$ cat src/rtl/cpu_pkg.sv
// ============================================================================
//  Module : cpu_pkg
//  Brief  : Shared opcodes, ALU operation encodings, flag bit indices and the
//           decoded control bundle for the LEGv8-subset CPU front end.
//  Rev    : 1.0  initial release
// ============================================================================
`default_nettype none

package cpu_pkg;

    // Opcode field values, grouped by field width (longest first)
    localparam logic [10:0] OP_ADDS  = 11'b10101011000;
    localparam logic [10:0] OP_SUBS  = 11'b11101011000;
    localparam logic [10:0] OP_LDUR  = 11'b11111000010;
    localparam logic [10:0] OP_STUR  = 11'b11111000000;
    localparam logic [10:0] OP_BR    = 11'b11010110000;
    localparam logic [9:0]  OP_ADDI  = 10'b1001000100;
    localparam logic [7:0]  OP_CBZ   = 8'b10110100;
    localparam logic [7:0]  OP_BCOND = 8'b01010100;
    localparam logic [5:0]  OP_B     = 6'b000101;
    localparam logic [5:0]  OP_BL    = 6'b100101;

    // Condition code for B.LT
    localparam logic [4:0]  COND_LT  = 5'b01011;

    // ALU operation encodings
    localparam logic [2:0]  ALU_PASSB = 3'b000;
    localparam logic [2:0]  ALU_ADD   = 3'b010;
    localparam logic [2:0]  ALU_SUB   = 3'b011;
    localparam logic [2:0]  ALU_AND   = 3'b100;
    localparam logic [2:0]  ALU_OR    = 3'b101;
    localparam logic [2:0]  ALU_XOR   = 3'b110;

    // Stored flag bit indices
    localparam int FLG_N = 0;
    localparam int FLG_Z = 1;
    localparam int FLG_V = 2;
    localparam int FLG_C = 3;

    // Decoded datapath control bundle
    typedef struct packed {
        logic       reg2loc;
        logic       alusrc;
        logic       alusrc1;
        logic       memtoreg;
        logic       regwrite;
        logic       memwri;
        logic       readmem;
        logic       brtaken;
        logic       uncondbr;
        logic       enflags;
        logic       writerd;
        logic       br;
        logic [2:0] aluop;
    } ctrl_t;

endpackage

`default_nettype wire

$ cat src/rtl/pc_reg.sv
// ============================================================================
//  Module : pc_reg
//  Brief  : Program-counter register with asynchronous active-high reset to
//           a parameterised value and a synchronous load enable.
//  Rev    : 1.0  initial release
// ============================================================================
`default_nettype none

module pc_reg #(
    parameter int              PC_W     = 64,
    parameter logic [PC_W-1:0] RESET_PC = '0
) (
    input  logic            clk,
    input  logic            reset,
    input  logic            pc_en,
    input  logic [PC_W-1:0] pc_next,
    output logic [PC_W-1:0] pc
);

    logic [PC_W-1:0] pc_q;
    logic [PC_W-1:0] pc_d;

    // Next value: load when enabled, otherwise hold
    always_comb begin
        pc_d = pc_q;
        if (pc_en) begin
            pc_d = pc_next;
        end
    end

    // State register; reset acts immediately, independent of the clock
    always_ff @(posedge clk or posedge reset) begin
        if (reset) begin
            pc_q <= RESET_PC;
        end else begin
            pc_q <= pc_d;
        end
    end

    assign pc = pc_q;

endmodule

`default_nettype wire

$ cat src/rtl/decode_pc_unit.sv
// ============================================================================
//  Module : decode_pc_unit
//  Brief  : CPU front end: PC register, instruction decoder and immediate
//           extender. Decode and extension are purely combinational.
//  Config : DECODE_ILLEGAL_FLAG_EN adds the illegal_op output.
//  Rev    : 1.0  initial release
// ============================================================================
`default_nettype none

module decode_pc_unit
    import cpu_pkg::*;
#(
    parameter int              PC_W     = 64,
    parameter logic [PC_W-1:0] RESET_PC = '0
) (
`ifdef DECODE_ILLEGAL_FLAG_EN
    output logic            illegal_op,
`endif
    input  logic            clk,
    input  logic            reset,
    input  logic            pc_en,
    input  logic [PC_W-1:0] pc_next,
    output logic [PC_W-1:0] pc,
    input  logic [31:0]     instruction,
    input  logic            zero,
    input  logic [3:0]      flag,
    output logic            Reg2Loc,
    output logic            ALUsrc,
    output logic            ALUsrc1,
    output logic            MemtoReg,
    output logic            RegWrite,
    output logic            MemWri,
    output logic            Readmem,
    output logic            BrTaken,
    output logic            UncondBr,
    output logic            enFlags,
    output logic            WriteRd,
    output logic            BR,
    output logic [2:0]      ALUOp,
    output logic [63:0]     DAddr9,
    output logic [63:0]     CondAddr19,
    output logic [63:0]     BrAddr26,
    output logic [63:0]     Imm12
);

    ctrl_t w_ctrl;
    logic  w_illegal;

    // Zero and carry flags are stored but no decoded branch looks at them
    logic  w_unused_flags;
    assign w_unused_flags = flag[FLG_Z] ^ flag[FLG_C];

    pc_reg #(
        .PC_W     (PC_W),
        .RESET_PC (RESET_PC)
    ) u_pc_reg (
        .clk     (clk),
        .reset   (reset),
        .pc_en   (pc_en),
        .pc_next (pc_next),
        .pc      (pc)
    );

    // Opcode decode, longest opcode field matched first
    always_comb begin
        w_ctrl    = '0;
        w_illegal = 1'b0;
        if (instruction[31:21] == OP_ADDS) begin
            w_ctrl.reg2loc  = 1'b1;
            w_ctrl.regwrite = 1'b1;
            w_ctrl.enflags  = 1'b1;
            w_ctrl.aluop    = ALU_ADD;
        end else if (instruction[31:21] == OP_SUBS) begin
            w_ctrl.reg2loc  = 1'b1;
            w_ctrl.regwrite = 1'b1;
            w_ctrl.enflags  = 1'b1;
            w_ctrl.aluop    = ALU_SUB;
        end else if (instruction[31:21] == OP_LDUR) begin
            w_ctrl.alusrc   = 1'b1;
            w_ctrl.memtoreg = 1'b1;
            w_ctrl.regwrite = 1'b1;
            w_ctrl.readmem  = 1'b1;
            w_ctrl.aluop    = ALU_ADD;
        end else if (instruction[31:21] == OP_STUR) begin
            w_ctrl.alusrc   = 1'b1;
            w_ctrl.memwri   = 1'b1;
            w_ctrl.aluop    = ALU_ADD;
        end else if (instruction[31:21] == OP_BR) begin
            // Target register sits in [4:0], which is port 2 with Reg2Loc=0
            w_ctrl.br       = 1'b1;
        end else if (instruction[31:22] == OP_ADDI) begin
            w_ctrl.alusrc   = 1'b1;
            w_ctrl.alusrc1  = 1'b1;
            w_ctrl.regwrite = 1'b1;
            w_ctrl.aluop    = ALU_ADD;
        end else if (instruction[31:24] == OP_CBZ) begin
            w_ctrl.aluop    = ALU_PASSB;
            w_ctrl.brtaken  = zero;
        end else if (instruction[31:24] == OP_BCOND) begin
            // Only LT is supported; any other condition never branches
            if (instruction[4:0] == COND_LT) begin
                w_ctrl.brtaken = flag[FLG_N] ^ flag[FLG_V];
            end
        end else if (instruction[31:26] == OP_B) begin
            w_ctrl.brtaken  = 1'b1;
            w_ctrl.uncondbr = 1'b1;
        end else if (instruction[31:26] == OP_BL) begin
            w_ctrl.brtaken  = 1'b1;
            w_ctrl.uncondbr = 1'b1;
            w_ctrl.regwrite = 1'b1;
            w_ctrl.writerd  = 1'b1;
        end else begin
            w_illegal = 1'b1;
        end
    end

    // Immediate extraction; shifting by 2 for branch offsets happens downstream
    always_comb begin
        DAddr9     = {{55{instruction[20]}}, instruction[20:12]};
        CondAddr19 = {{45{instruction[23]}}, instruction[23:5]};
        BrAddr26   = {{38{instruction[25]}}, instruction[25:0]};
        Imm12      = {52'd0, instruction[21:10]};
    end

    assign Reg2Loc  = w_ctrl.reg2loc;
    assign ALUsrc   = w_ctrl.alusrc;
    assign ALUsrc1  = w_ctrl.alusrc1;
    assign MemtoReg = w_ctrl.memtoreg;
    assign RegWrite = w_ctrl.regwrite;
    assign MemWri   = w_ctrl.memwri;
    assign Readmem  = w_ctrl.readmem;
    assign BrTaken  = w_ctrl.brtaken;
    assign UncondBr = w_ctrl.uncondbr;
    assign enFlags  = w_ctrl.enflags;
    assign WriteRd  = w_ctrl.writerd;
    assign BR       = w_ctrl.br;
    assign ALUOp    = w_ctrl.aluop;

`ifdef DECODE_ILLEGAL_FLAG_EN
    assign illegal_op = w_illegal;
`else
    logic w_unused_illegal;
    assign w_unused_illegal = w_illegal;
`endif

endmodule

`default_nettype wire

$ cat config.mk
export PLATFORM = sky130hd
export DESIGN_NAME = decode_pc_unit
export DESIGN_NICKNAME = d
export VERILOG_FILES = /design/src/rtl/cpu_pkg.sv /design/src/rtl/pc_reg.sv /design/src/rtl/decode_pc_unit.sv
export SDC_FILE = /design/constraint.sdc
export NUM_CORES = 1
export LEC_CHECK = 0
export CORE_AREA = 2 2 170 172
export DETAILED_ROUTE_END_ITERATION = 8
export DIE_AREA = 0 0 172 174
export PLACE_DENSITY = 0.56
export SLEW_MARGIN = 20
export SYNTH_ARGS = -nofsm -noshare
export SYNTH_HDL_FRONTEND = slang
export SYNTH_SLANG_ARGS = --single-unit
$ cat constraint.sdc
create_clock -name clk -period 1.97 [get_ports clk]
set_input_delay 0.394 -clock clk [delete_from_list [all_inputs] [get_ports clk]]
set_output_delay 0.394 -clock clk [all_outputs]
set_load 0.05 [all_outputs]
== Yosys cells after proc, flatten, opt, wreduce, memory -nomap -nowiden ==
Index checks and enable logic that the tools add are counted.
Storage, ports and cells
  register bits: 64
  bits in latches: 0
  bits in writable memories: 0
  memory bits (read-only): 0
  logic and storage cells: 62
  memories: 0
Cells by class
  $add $sub $neg: 0
  multiply operators: 0
  divide/modulo/power cells: 0
  order comparisons: 0
  equality and inequality tests: 11
  shifts and indexed selects: 0
  mux-type cells: 49
  bitwise operators: 1
  reduce and logical (&&, ||, !) cells: 0
Operators by type and width (count)
  $eq 11x11->1 const B: 5
  $mux 2: 18
  $mux 1: 27
  $eq 10x10->1 const B: 1
  $eq 8x7->1 const B: 1
  $eq 8x8->1 const B: 1
  $mux 4: 2
  $eq 6x3->1 const B: 1
  $eq 6x6->1 const B: 1
  $mux 3: 2
  $eq 5x4->1 const B: 1
  $xor 1x1->1: 1

== Depth between registers and ports, before layout ==
Gate-level depths: netlist of the first run.
  word-level depth: 11
  mapped depth: 4
  depth with buffers taken out: 3

== Modules after synthesis ==
A second synthesis of the first run with hierarchy kept.
Unflattened totals
  cell total of the unflattened synthesis: 434
  area total of the unflattened synthesis: 4869.7 µm²
Modules (own cells, without submodules)
  pc_reg: instances 1, cells each 136, area an instance 2682.6 µm², seq. area each 1601.5 µm²
  decode_pc_unit: instances 1, cells each 298, area an instance 2187.1 µm², seq. area each 0.0 µm²

== Worst setup path after synthesis of the first run ==
No wires, ideal clock.
  path type: input port to output port
  start: in instruction[22]
  end: out ALUOp[0]
  arrival: 3.069 ns
  slack: -1.493 ns
  stages on the path: 3
  buffers on the path: 0
  cell sequence: or3b_2 -> nor4_1 -> and2_1
On the way
  longest elaborated chain between the ends: 6
  elaborated cells on any way between the ends: 10
Ends and longest elaborated chain
  start, declared: RTL line decode_pc_unit.sv:24  | input logic [31:0] instruction,
  $eq 11x11->1: RTL line decode_pc_unit.sv:88  | end else if (instruction[31:21] == OP_BR) begin
  $mux 2: RTL line decode_pc_unit.sv:88
  $mux 2: RTL line decode_pc_unit.sv:84  | end else if (instruction[31:21] == OP_STUR) begin
  $mux 2: RTL line decode_pc_unit.sv:78  | end else if (instruction[31:21] == OP_LDUR) begin
  $mux 2: RTL line decode_pc_unit.sv:73  | end else if (instruction[31:21] == OP_SUBS) begin
  $mux 2 *: RTL line decode_pc_unit.sv:68  | if (instruction[31:21] == OP_ADDS) begin
  end, declared: RTL line decode_pc_unit.sv:39  | output logic [2:0] ALUOp,
Mark *: on every way between the ends. The rest lies on a longest branch, timed or not.

== Worst setup path in the final report of the first run ==
  start: in instruction[24]
  end: out ALUsrc
On the way
  longest elaborated chain between the ends: 7
  elaborated cells on any way between the ends: 12
Ends and longest elaborated chain
  $eq 10x10->1: RTL line decode_pc_unit.sv:91  | end else if (instruction[31:22] == OP_ADDI) begin
  $mux 2: RTL line decode_pc_unit.sv:91
  $mux 2: RTL line decode_pc_unit.sv:88
  $mux 1: RTL line decode_pc_unit.sv:84
  $mux 1: RTL line decode_pc_unit.sv:78
  $mux 3: RTL line decode_pc_unit.sv:73
  $mux 3 *: RTL line decode_pc_unit.sv:68
  end, declared: RTL line decode_pc_unit.sv:28  | output logic ALUsrc,
Marked as above.

==> impl_metrics.tcl, run 1 <==
set metrics [dict create \
    status "complete, but fails checks" \
    violations "negative setup slack" \
    vias 2923 \
    r2r-end "u_pc_reg.pc[20]" \
    arrival_ps 1960 \
    path_buf_inv 2 \
    whs_endpoint "u_pc_reg.pc[56]" \
    total_power_mw 5.40 \
    ios 439 \
    h-tree-depth 3 \
    p_per_area_mw_per_mm2 708 \
    critPathMaxStageDelay_ps 550 \
    end_kind "output pin" \
    fillers 2955 \
    syn_area_sq_mm 0.00457 \
    ys_async_sr_fraction_pct 100 \
    cts_sinks 64 \
    drv_cap 0 \
    synth-edff-count 0 \
    placed_cells 892 \
    tritoncts "yes" \
    r2r_setup_slack_ps 1180 \
    finalNetCount 630 \
    rsz0062_at_grt "yes" \
    antenna_left 0 \
    grt_pass1_vias 2986 \
    die_w_microns 172 \
    largest_reg_flops 64 \
    synth.most_common_cell "buf_4" \
    seq_area_frac_synth_pct 35.1 \
    wl_per_cell_microns 12.5 \
    clockRootBuffer "clkbuf_16" \
    routed_wl_microns 11500 \
    antenna_found_initial 1 \
    fin_util_pct 27.0 \
    layout-drive-gt1-share_pct 53.2 \
    grt-ovfl-total 0 \
    ctsLongestPathBuffers 2 \
    dp_slack_ps -709 \
    final.min_clock_period_ps 2350 \
    hold_start "u_pc_reg.pc[56]" \
    rows 62 \
    hold_viol 0 \
    grt_max_degree 65 \
    ys.flop_type "dfrtp_1" \
    crit_slowest_cell "or4b_4" \
    fin_crit_sh_pct 119 \
    critPathTopFamily "simple AND/OR/NAND/NOR gates" \
    setup_violations 7 \
    hpwl_microns 9390 \
    skew_ps 0 \
    crit_fanout 3 \
    maxSlewViolCount 0 \
    multi_input_area_sq_mm 0.00129 \
    fmax_ghz 0.426 \
    fin_cells 914 \
    core_area_sq_mm 0.0282 \
    min_path_cells 1 \
    via_per_inst 3.20 \
    required_ps 1580 \
    yosys.area.top_type "buf_4" \
    hold_buffers 0 \
    netlist_instances 433 \
    start_util_pct 16.2 \
    ys_warn_count 0 \
    synth_seq_cells 64 \
    port_buffers 260 \
    gp_congestion 0.753 \
    clkTransAtPathRegs_ps 50 \
    drc 0 \
    reg2reg_depth 1 \
    area_growth_syn_to_layout_pct 66.9 \
    start_kind "input pin" \
    synthTopCellsByCount "buf_4 (259), dfrtp_1 (64), mux2_2 (64), buf_2 (6), inv_1 (5)" \
    ir_worst_vdd_uv 647 \
    die_area_sq_mm 0.0299 \
    worst_slack_ps -379 \
    grt_pass1_wl_microns 17100 \
    synth_top_cell_area_share_pct 42.6 \
    syn_avg_cell_area_sq_um 10.5 \
    tns_ps -1220 \
    die_y_microns 174 \
    rr_startpoint "u_pc_reg.pc[20]" \
    first_iter_violations 25 \
    path_cells "buf_8, or4_4, or4b_4, o211ai_1, clkbuf_16" \
    antenna-diode-count 0 \
    cts_buffers 9 \
    clock_latency_ps 320 \
    synth_top_cells_by_area "buf_4 (43%), dfrtp_1 (35%), mux2_2 (16%), buf_2 (0.66%), nor4bb_1 (0.66%)" \
    tightest_slew_ps 675 \
    p_leak_nw 3.28 \
    min_path_type "flop to flop" \
    dr.pass1.iters 2 \
    ys_types 28 \
    grt_use_total_pct 7.32 \
    max-slew-margin-rel_pct 55.4 \
    path_class "input pin to output pin" \
    regArea_sq_mm 0.00160 \
]
## power breakdown
group / switching, mW / total [mW] / internal, mW
clock network: 0.597 / 1.57 / 0.978
logic: 1.41 / 2.30 / 0.890
registers: 0.0714 / 1.52 / 1.45
total: 2.08 / 5.40 / 3.31
## per-layer routing
layer	GRT usage [%]	vias to the layer above	wire length [microns]	share of wire, %
met1	7.75	1373	3880	34
met4	2.21	0	156	1.4
li1	-	1278	-	-
met2	12.7	259	5710	50
met3	3.60	13	1710	15
met5	0	-	0	0
## per-stage QoR
stage	cell area (sq um)	hold WS, ps
after global routing	7630	517
after CTS	7650	507
final	7630	503
after detailed placement	7180	495
after floorplan	4800	525
after global placement	7180	489
## cells in the final DEF, fill, tap and decap left out, types with 2 or more instances in the layout
master / n
buf_4: 49
nor3b_2: 3
inv_1: 3
clkinvlp_4: 4
conb_1: 53
nand3_2: 2
nand2_2: 3
clkbuf_16: 11
dfrtp_1: 64
clkdlybuf4s50_1: 108
o211ai_1: 4
mux2_2: 64
clkbuf_2: 8
dlygate4sd2_1: 7
buf_6: 9
buf_12: 110
## kinds of logic (layout without fill, tap and decap cells)
logic type / count (synthesis) / count (layout) / share of synthesized area (%)
muxes: 64 / 64 / 15.8
xor gates and xnor gates: 1 / 1 / 0.192
DFF: 64 / 64 / 35.1
and+or+nand+nor: 26 / 26 / 4.25
buffers and inverters: 271 / 316 / 43.7
other: 1 / 53 / 0.0821
AOI/OAI and AO/OA: 6 / 6 / 0.931
## repair_timing
| item | CTS | global route |
|---|---|---|
| pin swaps | 12 | 7 |
| resized for setup | 54 | 24 |
| setup endpoints to repair | 101 | 13 |
| buffers inserted | 6 | 3 |
## worst max path at each step
stage	start	to	slack (ps)	depth (start not counted)
after detailed placement	instruction[23]	ALUsrc	-710	6
after floorplan	instruction[21]	ALUOp[1]	-330	3
final	instruction[24]	ALUsrc	-380	5
after global placement	instruction[23]	ALUsrc	-700	6
after global routing	instruction[24]	ALUsrc	-440	5
after CTS	instruction[23]	ALUsrc	-560	6
## layout make-up
cell class / instances / share of cell area, %
inverter: 5 / 0.328
timing repair buffer: 296 / 51.6
tap: 384 / 6.30
sequential: 64 / 21.0
clock inverter: 6 / 0.919
multi-input combinational: 150 / 16.9
clock buffer: 9 / 2.95
Note: power is estimated with default switching activity, not from simulation.
==> run 2, diff against run 1 <==
- CORE_AREA: 2 2 170 172 -> 2 2 173 175
- CTS_CLUSTER_SIZE: unset -> 14
- DIE_AREA: 0 0 172 174 -> 0 0 175 177
- GPL_TIMING_DRIVEN: unset -> 0
- SYNTH_HIERARCHICAL: unset -> 1
==> impl_metrics.tcl, run 2 <==
set metrics [dict create \
    final.min_clock_period_ps 2160 \
    grt-ovfl-total 0 \
    routed_wl_microns 14800 \
    wl_per_cell_microns 11.7 \
    fin_util_pct 33.0 \
    violations "negative setup slack" \
    ios 439 \
    crit_slowest_cell "or4_4" \
    synth_top_cell_area_share_pct 39.9 \
    largest_reg_flops 64 \
    start_util_pct 16.7 \
    die_area_sq_mm 0.0310 \
    port_buffers 366 \
    worst_slack_ps -190 \
    status "complete, but fails checks" \
    grt_max_degree 60 \
    ys_warn_count 6 \
    final_common_cell "buf_4" \
    routed.top_layer "met4" \
    fin_crit_sh_pct 110 \
    crit_fanout 3 \
    arrival_ps 1770 \
    drv_cap 0 \
    start_kind "input pin" \
    antenna-diode-count 0 \
    clkTransAtPathRegs_ps 60 \
    ctsLongestPathBuffers 2 \
    first_iter_violations 49 \
    ys_types 27 \
    netlist_instances 434 \
    finalNetCount 976 \
    grt_pass1_vias 3617 \
    vias 3947 \
    critPathMaxStageDelay_ps 560 \
    synth-edff-count 0 \
    required_ps 1580 \
    antenna_found_initial 0 \
    yosys.area.top_type "buf_4" \
    final_cell_mix "buf_4 (265), clkdlybuf4s50_1 (241), dlygate4sd2_1 (94)" \
    fmax_ghz 0.463 \
    min_path_type "input pin to asynchronous set/reset pin" \
    rsz0062_at_grt "yes" \
    cts_buffers 9 \
    rr_startpoint "u_pc_reg/pc[2]" \
    area_growth_syn_to_layout_pct 98.5 \
    synthTopCellsByCount "buf_4 (259), dfrtp_1 (64), mux2_4 (60), buf_12 (6), nand2_1 (5)" \
    fillers 3023 \
    final_cell_area_sq_mm 0.00966 \
    tritoncts "yes" \
    total_power_mw 6.28 \
    seq_area_frac_synth_pct 32.9 \
    hold_viol 0 \
    r2r_setup_slack_ps 1150 \
    gp_congestion 0.722 \
    cts_sinks 64 \
    hpwl_microns 12100 \
    critPathLaunch "instruction[23]" \
    tightest_slew_ps 550 \
    wl_met3_microns 1880 \
    grt_use_total_pct 8.72 \
    synth_top_cells_by_area "buf_4 (40%), dfrtp_1 (33%), mux2_4 (18%), buf_12 (2.5%), mux2_2 (0.92%)" \
    grt_pass1_wl_microns 21300 \
    path_class "input pin to output pin" \
    met1_length_microns 5450 \
    fin_cells 1267 \
    synth_seq_cells 64 \
    place_area_sq_mm 0.00932 \
    drc 0 \
    placed_cells 1245 \
    wl_met2_microns 7340 \
    dr.pass1.iters 4 \
    ys.flop_type "dfrtp_1" \
    die_y_microns 177 \
    synth.most_common_cell "buf_4" \
    ir_worst_vdd_uv 427 \
    p_leak_nw 4.78 \
    h-tree-depth 3 \
    via_per_inst 3.12 \
    end_kind "output pin" \
    syn_avg_cell_area_sq_um 11.2 \
    core_area_sq_mm 0.0292 \
    skew_ps 0 \
    path_cells "buf_12, or3b_1, or4_4, inv_8, and2_4, buf_8" \
    clock_latency_ps 330 \
    setup_violations 6 \
    rows 63 \
    antenna_left 0 \
    syn_area_sq_mm 0.00487 \
    die_w_microns 175 \
    holdWs_ps 367 \
    maxSlewViolCount 0 \
    layout-drive-gt1-share_pct 45.3 \
    ys_async_sr_fraction_pct 100 \
    p_per_area_mw_per_mm2 650 \
    clockRootBuffer "clkbuf_16" \
    max-slew-margin-rel_pct 63.2 \
]
-- run 2: cell types whose count changed in the layout (fill, tap and decap cells not counted), moves of 5 or more --
cell	before	now
buf_4	49	265
clkdlybuf4s50_1	108	241
buf_12	110	11
dlygate4sd2_1	7	94
mux2_2	64	4
mux2_4	0	60
clkbuf_2	8	3
-- run 2: worst paths after layout --
path	end	cells past startpoint
min in group clk	u_pc_reg/pc[28]	2
max in group asynchronous	u_pc_reg/pc[16]	3
setup reg to reg	u_pc_reg/pc[2]	1
hold reg to reg	u_pc_reg/pc[12]	1
setup / recovery	ALUOp[0]	6
hold / removal	u_pc_reg/pc[50]	2
-- run 2: routing by layer --
metal / global-route usage, % / vias up
li1: - / 1963
met1: 9.42 / 1729
met2: 15.1 / 246
met3: 4.32 / 9
met4: 2.33 / 0
met5: 0 / -
-- run 2: metrics by stage --
| stage | worst slack, ps | setup TNS (ps) |
|---|---|---|
| finish | -190 | -928 |
| global route | -233 | -1130 |
| CTS | -229 | -958 |
| detailed placement | -1430 | -44200 |
| global placement | -2480 | -160100 |
| floorplan | -286 | -525 |
-- run 2: kinds of logic after synthesis --
| family | after synthesis | synth area share (%) |
|---|---|---|
| compound gates | 1 | 0.180 |
| xor+xnor | 1 | 0.180 |
| buf+inv | 271 | 43.0 |
| flops | 64 | 32.9 |
| mux | 64 | 19.4 |
| other cells | 1 | 0.0770 |
| simple gates | 32 | 4.24 |
-- run 2: what timing repair did --
action / CTS / global route
hold buffers: 0 / 0
buffers inserted: 3 / 3
pin swaps: 10 / 10
endpoints found under the setup margin: 115 / 15
resized for setup: 231 / 28
gates cloned: 0 / 0
-- run 2: layout make-up --
| class | count | area [sq um] | share of cell area, % |
|---|---|---|---|
| buffer | 266 | 2080 | 21.5 |
| clock buffer | 9 | 225 | 2.33 |
| clock inverter | 7 | 80.1 | 0.829 |
| inverter | 5 | 30.0 | 0.311 |
| multi-input combinational | 151 | 1490 | 15.4 |
| sequential | 64 | 1600 | 16.6 |
| tap | 390 | 488 | 5.05 |
| timing repair buffer | 375 | 3670 | 38.0 |
-- run 2: power by group --
group	switching, mW	internal [mW]
clock	0.659	0.995
sequential	0.0841	1.45
combinational	1.89	1.21
total	2.63	3.65
-- run 2: critical path: cells and delay by family --
family / cells / cell delay, ps
buffers and inverters: 3 / 320
AND/OR/NAND/NOR: 3 / 1050
==> run 3, diff against run 2 <==
- CORE_AREA: 2 2 173 175 -> 2 2 169 171
- DIE_AREA: 0 0 175 177 -> 0 0 171 173
- SKIP_LAST_GASP: unset -> 1
- SLEW_MARGIN: 20 -> unset
- clock period: 1.97 -> 2.1 ns (I/O delays scaled with it)
==> impl_metrics.tcl, run 3 (synthesis gave the netlist of run 2 again) <==
set metrics [dict create \
    gp_congestion 0.751 \
    placed_cells 1231 \
    grt_pass1_wl_microns 21500 \
    hold_viol 0 \
    path_buf_inv 3 \
    h-tree-depth 3 \
    critPathMaxStageDelay_ps 550 \
    place_area_sq_mm 0.00926 \
    grt_max_degree 65 \
    pwr-share-clk_pct 28.3 \
    dr.pass1.iters 4 \
    via_per_inst 3.11 \
    power_frac_comb_pct 48.4 \
    largest_reg_flops 64 \
    drc 0 \
    cts_sinks 64 \
    clock_latency_ps 320 \
    ios 439 \
    p_int_mw 3.76 \
    start_kind "input pin" \
    antenna-diode-count 0 \
    final.min_clock_period_ps 2210 \
    layout-drive-gt1-share_pct 44.4 \
    ctsLongestPathBuffers 2 \
    start_util_pct 17.6 \
    antenna_left 0 \
    die_area_sq_mm 0.0296 \
    drv_cap 0 \
    maxSlewViolCount 0 \
    end_kind "output pin" \
    crit_fanout 5 \
    cts_buffers 9 \
    p_leak_nw 4.74 \
    rsz0062_at_grt "yes" \
    finalNetCount 975 \
    p_per_area_mw_per_mm2 625 \
    fmax_ghz 0.453 \
    final_common_cell "clkdlybuf4s50_1" \
    fin_util_pct 35.6 \
    worst_slack_ps -109 \
    rows 61 \
    p_switching_mw 2.40 \
    arrival_ps 1790 \
    final_cell_mix "clkdlybuf4s50_1 (327), buf_4 (264), dfrtp_1 (64)" \
    routed_wl_microns 15000 \
    port_buffers 366 \
    required_ps 1680 \
    tightest_slew_ps 811 \
    final_cell_area_sq_mm 0.00985 \
    wl_per_cell_microns 11.9 \
    die_w_microns 171 \
    grt_pass1_vias 3671 \
    antenna_found_initial 0 \
    min_path_type "input pin to flop" \
    core_area_sq_mm 0.0276 \
    grt-ovfl-total 0 \
    setup_violations 5 \
    first_iter_violations 45 \
    path_class "input pin to output pin" \
    hpwl_microns 11700 \
    area_growth_syn_to_layout_pct 102 \
    r2r_setup_slack_ps 1310 \
    clockRootBuffer "clkbuf_16" \
    skew_ps 0 \
    clkTransAtPathRegs_ps 50 \
    status "complete, but fails checks" \
    crit_slowest_cell "or4_4" \
    path_cells "buf_8, or3b_1, or4_4, inv_8, and2_4, buf_8" \
    fin_crit_sh_pct 105 \
    seqPwrFrac_pct 23.3 \
    violations "negative setup slack" \
    cp_common_cell "buf_8" \
    fin_cells 1254 \
    vias 3897 \
    max-slew-margin-rel_pct 45.9 \
    swShare_pct 39.0 \
    grt_use_total_pct 9.27 \
    critPathTopFamily "simple AND/OR/NAND/NOR gates" \
    tritoncts "yes" \
    die_y_microns 173 \
    ir_worst_vdd_uv 364 \
]
==> run 3: changes by cell type in the layout (fill, tap and decap cells not counted), moves of 2 or more <==
cell,before,now
dlygate4sd2_1,94,9
buf_2,5,0
buf_12,11,6
clkinvlp_4,2,0
clkdlybuf4s50_1,241,327
buf_16,0,3
bufinv_16,1,3
dlymetal6s2s_1,3,8
bufbuf_16,0,2
==> run 3: path summary, 6_finish.rpt <==
path | startpoint | endpoint | depth (start not counted)
max in group asynchronous | reset | u_pc_reg/pc[38] | 2
worst min-delay path | pc_en | u_pc_reg/pc[25] | 2
worst max register to register | u_pc_reg/pc[34] | u_pc_reg/pc[34] | 1
min in group asynchronous | reset | u_pc_reg/pc[10] | 2
worst min register to register | u_pc_reg/pc[48] | u_pc_reg/pc[48] | 1
worst max-delay path | instruction[22] | ALUOp[0] | 6
==> run 3: layout make-up <==
| type | instances | area, sq um |
|---|---|---|
| flip-flops and latches | 64 | 1600 |
| multi-input cells | 151 | 1450 |
| well taps | 378 | 473 |
| inverters | 5 | 28.8 |
| clock buffers | 11 | 243 |
| plain buffers | 266 | 2080 |
| clock inverters | 5 | 104 |
| fillers | 2807 | 17800 |
| repair buffers | 374 | 3860 |
==> run 3: timing repair <==
item,4_1_cts,5_1_grt
setup endpoints to repair,111,19
buffers inserted,2,2
gates cloned,3,0
hold buffers,0,0
hold endpoints to repair,0,0
pin swaps,7,6
gates resized for setup,131,30
==> run 3: power by group through the flow <==
stage,clock network (mW),registers [mW],logic [mW]
final,1.74,1.43,2.98
after floorplan,0,1.88,1.62
after global placement,0,1.45,2.97
after detailed placement,0,1.45,2.96
after CTS,1.79,1.44,2.99
after global routing,1.85,1.45,3.09
==> run 3: layer usage <==
metal	vias up	wire, microns	global-route usage (%)
met5	-	0	0
met4	0	181	2.93
met3	12	1750	3.89
met2	247	7490	17.0
met1	1678	5530	9.44
li1	1960	-	-
==> run 3: per-stage QoR <==
| stage | total power, mW | hold slack, ps | worst slack [ps] | setup TNS, ps |
|---|---|---|---|---|
| after floorplan | 3.50 | 568 | -208 | -291 |
| after global placement | 4.42 | 489 | -2380 | -226160 |
| after detailed placement | 4.41 | 493 | -1550 | -70560 |
| after CTS | 6.22 | 490 | -152 | -590 |
| after global routing | 6.39 | 504 | -149 | -784 |
| final | 6.16 | 500 | -109 | -341 |
==> RTL change 1, RTL diff (flow settings as in run 3) <==
Add an input register stage for `pc_en`, `pc_next`, `zero` and `flag`, without a reset; this delays them by one clock. The other inputs are not delayed to match.
--- a/src/rtl/decode_pc_unit.sv
+++ b/src/rtl/decode_pc_unit.sv
@@ -45,2 +45,14 @@
 
+    logic pc_en_q;
+    logic [PC_W-1:0] pc_next_q;
+    logic zero_q;
+    logic [3:0] flag_q;
+
+    always_ff @(posedge clk) begin
+        pc_en_q   <= pc_en;
+        pc_next_q <= pc_next;
+        zero_q    <= zero;
+        flag_q    <= flag;
+    end
+
     ctrl_t w_ctrl;
@@ -50,3 +62,3 @@
     logic  w_unused_flags;
-    assign w_unused_flags = flag[FLG_Z] ^ flag[FLG_C];
+    assign w_unused_flags = flag_q[FLG_Z] ^ flag_q[FLG_C];
 
@@ -58,4 +70,4 @@
         .reset   (reset),
-        .pc_en   (pc_en),
-        .pc_next (pc_next),
+        .pc_en   (pc_en_q),
+        .pc_next (pc_next_q),
         .pc      (pc)
@@ -97,3 +109,3 @@
             w_ctrl.aluop    = ALU_PASSB;
-            w_ctrl.brtaken  = zero;
+            w_ctrl.brtaken  = zero_q;
         end else if (instruction[31:24] == OP_BCOND) begin
@@ -101,3 +113,3 @@
             if (instruction[4:0] == COND_LT) begin
-                w_ctrl.brtaken = flag[FLG_N] ^ flag[FLG_V];
+                w_ctrl.brtaken = flag_q[FLG_N] ^ flag_q[FLG_V];
             end
Check against the original RTL: not equivalent (a bounded check fails within 4 cycles, from zero or initial values and one cycle with reset high).
==> RTL change 1 against run 3 <==
- total power rose by 42%
- critical path type unchanged
- setup slack improved by 0.060 ns
- largest cell class unchanged
- register-to-register slack got worse by 0.37 ns
- synthesized area rose by 28%
- sequential cell count rose by 68
- wire length rose by 15%
- design area rose by 13%
- global-route usage rose by 1.9 points
- the run still ends with negative setup slack left
==> RTL change 1: results (changes against run 3) <==
- Vias in the first global route: 4,017 (+9.4%)
- VDD IR max: 0.4420 mV (+21%)
- Setup WS post-layout: -0.04979 ns (+0.05969 ns)
- Initial DRT Pass Iterations: 4 (unchanged)
- Count of distinct cell types in the synthesized netlist: 28 (+3.7%)
- Max-slew headroom: 60.50% (+15 points)
- Crit Path Max Fanout: 7 (+2)
- Iter 0 DRT Violations: 83 (+84%)
- Nets: 1,044 (+7.1%)
- Post-synthesis async set-or-reset flop share: 48.48% (-52 points)
- DP HPWL: 13.60 mm (+16%)
- Reg clk slew, reported paths: 0.06 ns
- Setup Viol. Count Final: 1 (-4)
- Failing checks: negative setup slack
- Final WL: 17.22 mm (+15%)
- Post-Route Setup TNS: -0.04979 ns (+0.2909 ns)
- Share of layout cells above drive strength 1: 41.76% (-2.6 points)
- Post-synth top cells: buf_4 (259), dfxtp_1 (68), dfrtp_1 (64)
- Port-buffer cells: 367 (+0.27%)
- Skew final: 0.01458 ns (+0.01458 ns)
- Yosys warnings: 6 (unchanged)
- First-pass GRT wire length: 24.95 mm (+16%)
- Initial antenna violation count: 2 (+2)
- Max H-tree Level: 4 (+1)
- Sequential element share of the synthesized area: 47.46% (+15 points)
- Pleak: 0.005458 uW (+15%)
- Arrival time worst endpoint: 1.73 ns (-0.06 ns)
- Pre-CTS setup slack: -1.064 ns (+0.4894 ns)
- Post-DP Area: 10,620 um2 (+15%)
- Top_reg_cell synth: dfxtp_1
- CTS Hold Bufs: 0 (unchanged)
- Hold Crit Class: in -> async
- GR Util All Layers: 11.14% (+1.9 points)
- TritonCTS buffer count: 17 (+8)
- Clock Tree Buf Depth: 2 (unchanged)
- Launching point of the worst reg2reg path: pc_en_q
- Largest net degree at the start of global routing: 60 (-7.7%)
- Routability Congestion: 0.7009 (-6.6%)
- Worst stage delay on the critical path: 0.55 ns (about the same)
- Most area-consuming cells after synthesis: buf_4 (31%), dfrtp_1 (26%), dfxtp_1 (22%)
- Post-CTS setup buffers: 0 (-2)
- Switching part of the total: 35.26% (-3.7 points)
- Clock Latency Late Sink: 0.42 ns (+0.10 ns)
- Via/cell ratio: 3.253 (+4.7%)
- Worst setup path start: instruction[30]
- Status: finished, violations left
==> RTL change 1: changes by cell type after synthesis, moves of 2 or more <==
cell,before,now
nand4_1,4,2
nor3_1,0,2
nor2b_1,3,0
nand3_1,3,6
and3b_1,0,3
dfxtp_1,0,68
==> RTL change 1: area by class of cell <==
class / instances / area (um2)
Clock inverter: 14 / 163.9
Tap cell: 378 / 473.0
Sequential cell: 132 / 2964
Fill cell: 2739 / 16500
Buffer: 266 / 2076
Antenna cell: 1 / 2.502
Timing Repair Buffer: 368 / 3541
Clock buffer: 18 / 439.2
Inverter: 4 / 17.52
Multi-Input combinational cell: 151 / 1449
==> RTL change 1: worst paths after layout <==
check                      cells after the start              end  slack [ns]
setup / recovery                               4          BrTaken       -0.05
hold / removal                                 2  u_pc_reg/pc[40]        0.35
setup reg to reg                               3   u_pc_reg/pc[6]        0.94
hold reg to reg                                1  u_pc_reg/pc[49]        0.46
max in group asynchronous                      3  u_pc_reg/pc[58]        1.20
min in group clk                               1    pc_next_q[23]        0.44
==> RTL change 1: stage by stage <==
step	power, uW	std cells
3_3_place_gp	5836	1298
3_5_place_dp	5834	1299
2_1_floorplan	4903	553
6_report	8720	1332
4_1_cts	8833	1331
5_1_grt	9056	1331
==> RTL change 1: power groups by stage <==
stage | logic [uW] | registers (uW) | clock network (uW)
after detailed placement | 2980 | 2850 | 0
after global routing | 3000 | 2830 | 3230
after CTS | 2910 | 2810 | 3120
after global placement | 2980 | 2860 | 0
final | 2890 | 2810 | 3030
after floorplan | 1620 | 3280 | 0
==> RTL change 1: what timing repair did <==
action                                  in CTS  in global routing
endpoints found under the setup margin     111                 14
pin swaps                                    1                  5
resized for setup                          184                 27
==> RTL change 1: cell families (layout without fill, tap and decap cells) <==
kind of cell	after synthesis	in the layout	share of synthesized area, %
buffers and inverters	270	670	33.49
flip-flops	132	132	47.46
multiplexers	64	64	15.15
AND/OR/NAND/NOR	32	32	3.448
other	1	54	0.06007
AO/OA/AOI/OAI	1	1	0.2405
XOR/XNOR	1	1	0.1403
==> RTL change 1: routing by layer <==
metal / track usage [%] / share of wire [%] / vias to the layer above / wire length (um)
met5: 0 / 0 / - / 0
met4: 3.637 / 1.6 / 0 / 284
met3: 4.669 / 10 / 19 / 1777
met2: 19.39 / 50 / 226 / 8604
met1: 12.15 / 38 / 1901 / 6558
li1: - / - / 2187 / -
==> RTL change 2, RTL diff (flow settings as in run 3) <==
Made on the original files. `PC_W` is set to 64 in 2 places; all go to 96.
--- a/src/rtl/pc_reg.sv
+++ b/src/rtl/pc_reg.sv
@@ -9,3 +9,3 @@
 module pc_reg #(
-    parameter int              PC_W     = 64,
+    parameter int              PC_W     = 96,
     parameter logic [PC_W-1:0] RESET_PC = '0
--- a/src/rtl/decode_pc_unit.sv
+++ b/src/rtl/decode_pc_unit.sv
@@ -12,3 +12,3 @@
 #(
-    parameter int              PC_W     = 64,
+    parameter int              PC_W     = 96,
     parameter logic [PC_W-1:0] RESET_PC = '0
Interface: changed (resized pc and pc_next); port bits go from 439 to 503. The function was not compared with the original's and may differ.
==> RTL change 2 against run 3 <==
- the run still ends with negative setup slack left
- total power is 18% higher
- synthesized cell count grew 16%
- clock power is 5% lower
- via count is 23% higher
- wire length is 36% higher
- sequential cell count is 32 higher
- fmax shrank 1.5%
- die area unchanged
- setup slack worse by 0.034 ns
- design area grew 17%
- synthesized area up 22%
- largest power group unchanged
==> RTL change 2: results (changes against run 3) <==
- Final WL: 20.39 mm (+36%)
- GR Util All Layers: 12.98% (+3.7 points)
- Clock Latency Late Sink: 0.35 ns (+0.03 ns)
- First-pass GRT wire length: 29.36 mm (+37%)
- Diode count: 0 (unchanged)
- Final cell area excluding filler cells: 11,560 um2 (+17%)
- VDD IR max: 0.3638 mV (-0.12%)
- Pwr dens: 629.3 nW/um2 (+0.60%)
- Post-Route Setup TNS: -0.5258 ns (-0.1851 ns)
- Setup Viol. Count Final: 5 (unchanged)
- Reg clk slew, reported paths: 0.07 ns (+0.02 ns)
- Most area-consuming cells after synthesis: dfrtp_1 (40%), buf_4 (33%), mux2_2 (11%)
- Failing checks: negative setup slack
- Placed Cells: 1,365 (+11%)
- Routability Congestion: 0.8010 (+6.7%)
- Port-buffer cells: 430 (+17%)
- Post-DP Area: 11,020 um2 (+19%)
- Largest register FFs: 96 (+50%)
- Syn Inst Count: 502 (+16%)
- Arrival time worst endpoint: 1.82 ns (+0.03 ns)
- DP HPWL: 16.50 mm (+41%)
- Count of distinct cell types in the synthesized netlist: 29 (+7.4%)
- Via/cell ratio: 3.441 (+11%)
- Nets: 1,142 (+17%)
- Pleak: 0.005568 uW (+17%)
- Iter 0 DRT Violations: 121 (+170%)
- P_sw: 2963 uW (+23%)
- Status: finished, violations left
- Pre-CTS setup slack: -1.918 ns (-0.3642 ns)
- Largest net degree at the start of global routing: 60 (-7.7%)
- Vias in the first global route: 4,593 (+25%)
- Hold Crit Class: in -> async
- Sequential element share of the synthesized area: 40.34% (+7.4 points)
- Logic pwr share: 48.0% (-0.4 points)
- Initial antenna violation count: 0 (unchanged)
- Setup WS post-layout: -0.1434 ns (-0.03391 ns)
- Worst-Margin Slew: 0.5786 ns (-0.2326 ns)
- Fillers: 2,696 (-4.0%)
- Fin cells: 1,389 (+11%)
- CTS resizes: 148 (+13%)
- Post-CTS setup buffers: 4 (+2)
[RTL change 2: cell types whose count changed after synthesis, sizes merged]
cell,run 3,this run
dfrtp,64,96
buf,266,270
mux2,64,96
[RTL change 2: final timing paths]
| check | from | to | slack (ns) | depth (start not counted) |
|---|---|---|---|---|
| min reg2reg | u_pc_reg/pc[27] | u_pc_reg/pc[27] | 0.51 | 1 |
| max in group asynchronous | reset | u_pc_reg/pc[47] | 0.74 | 5 |
| max reg2reg | u_pc_reg/pc[46] | u_pc_reg/pc[46] | 1.30 | 1 |
| min | reset | u_pc_reg/pc[82] | 0.43 | 2 |
| max | instruction[22] | ALUOp[0] | -0.14 | 6 |
| min in group clk | u_pc_reg/pc[27] | u_pc_reg/pc[27] | 0.51 | 1 |
[RTL change 2: metal layers]
layer | track usage (%) | share of wire (%) | routed length (um)
met1 | 13.36 | 34 | 7016
met2 | 23.92 | 52 | 10680
met3 | 6.226 | 12 | 2529
met4 | 2.189 | 0.82 | 167
met5 | 0 | 0 | 0
[RTL change 2: final cells by class]
class                           instances  area share, %
Multi-Input combinational cell        183          15.14
Sequential cell                        96          20.78
Tap cell                              378          4.090
Clock inverter                          5         0.3896
Inverter                                5         0.2164
Clock buffer                           11          2.186
Buffer                                270          17.95
Timing Repair Buffer                  441          39.25
[RTL change 2: kinds of logic (layout without fill, tap and decap cells)]
group | after synthesis | after routing | synth area share [%]
buffers and inverters | 275 | 732 | 35.17
xor gates and xnor gates | 1 | 1 | 0.1471
and+or+nand+nor | 32 | 32 | 3.466
DFF | 96 | 96 | 40.34
AOI/OAI and AO/OA | 1 | 1 | 0.1471
muxes | 96 | 96 | 20.67
other | 1 | 53 | 0.06296
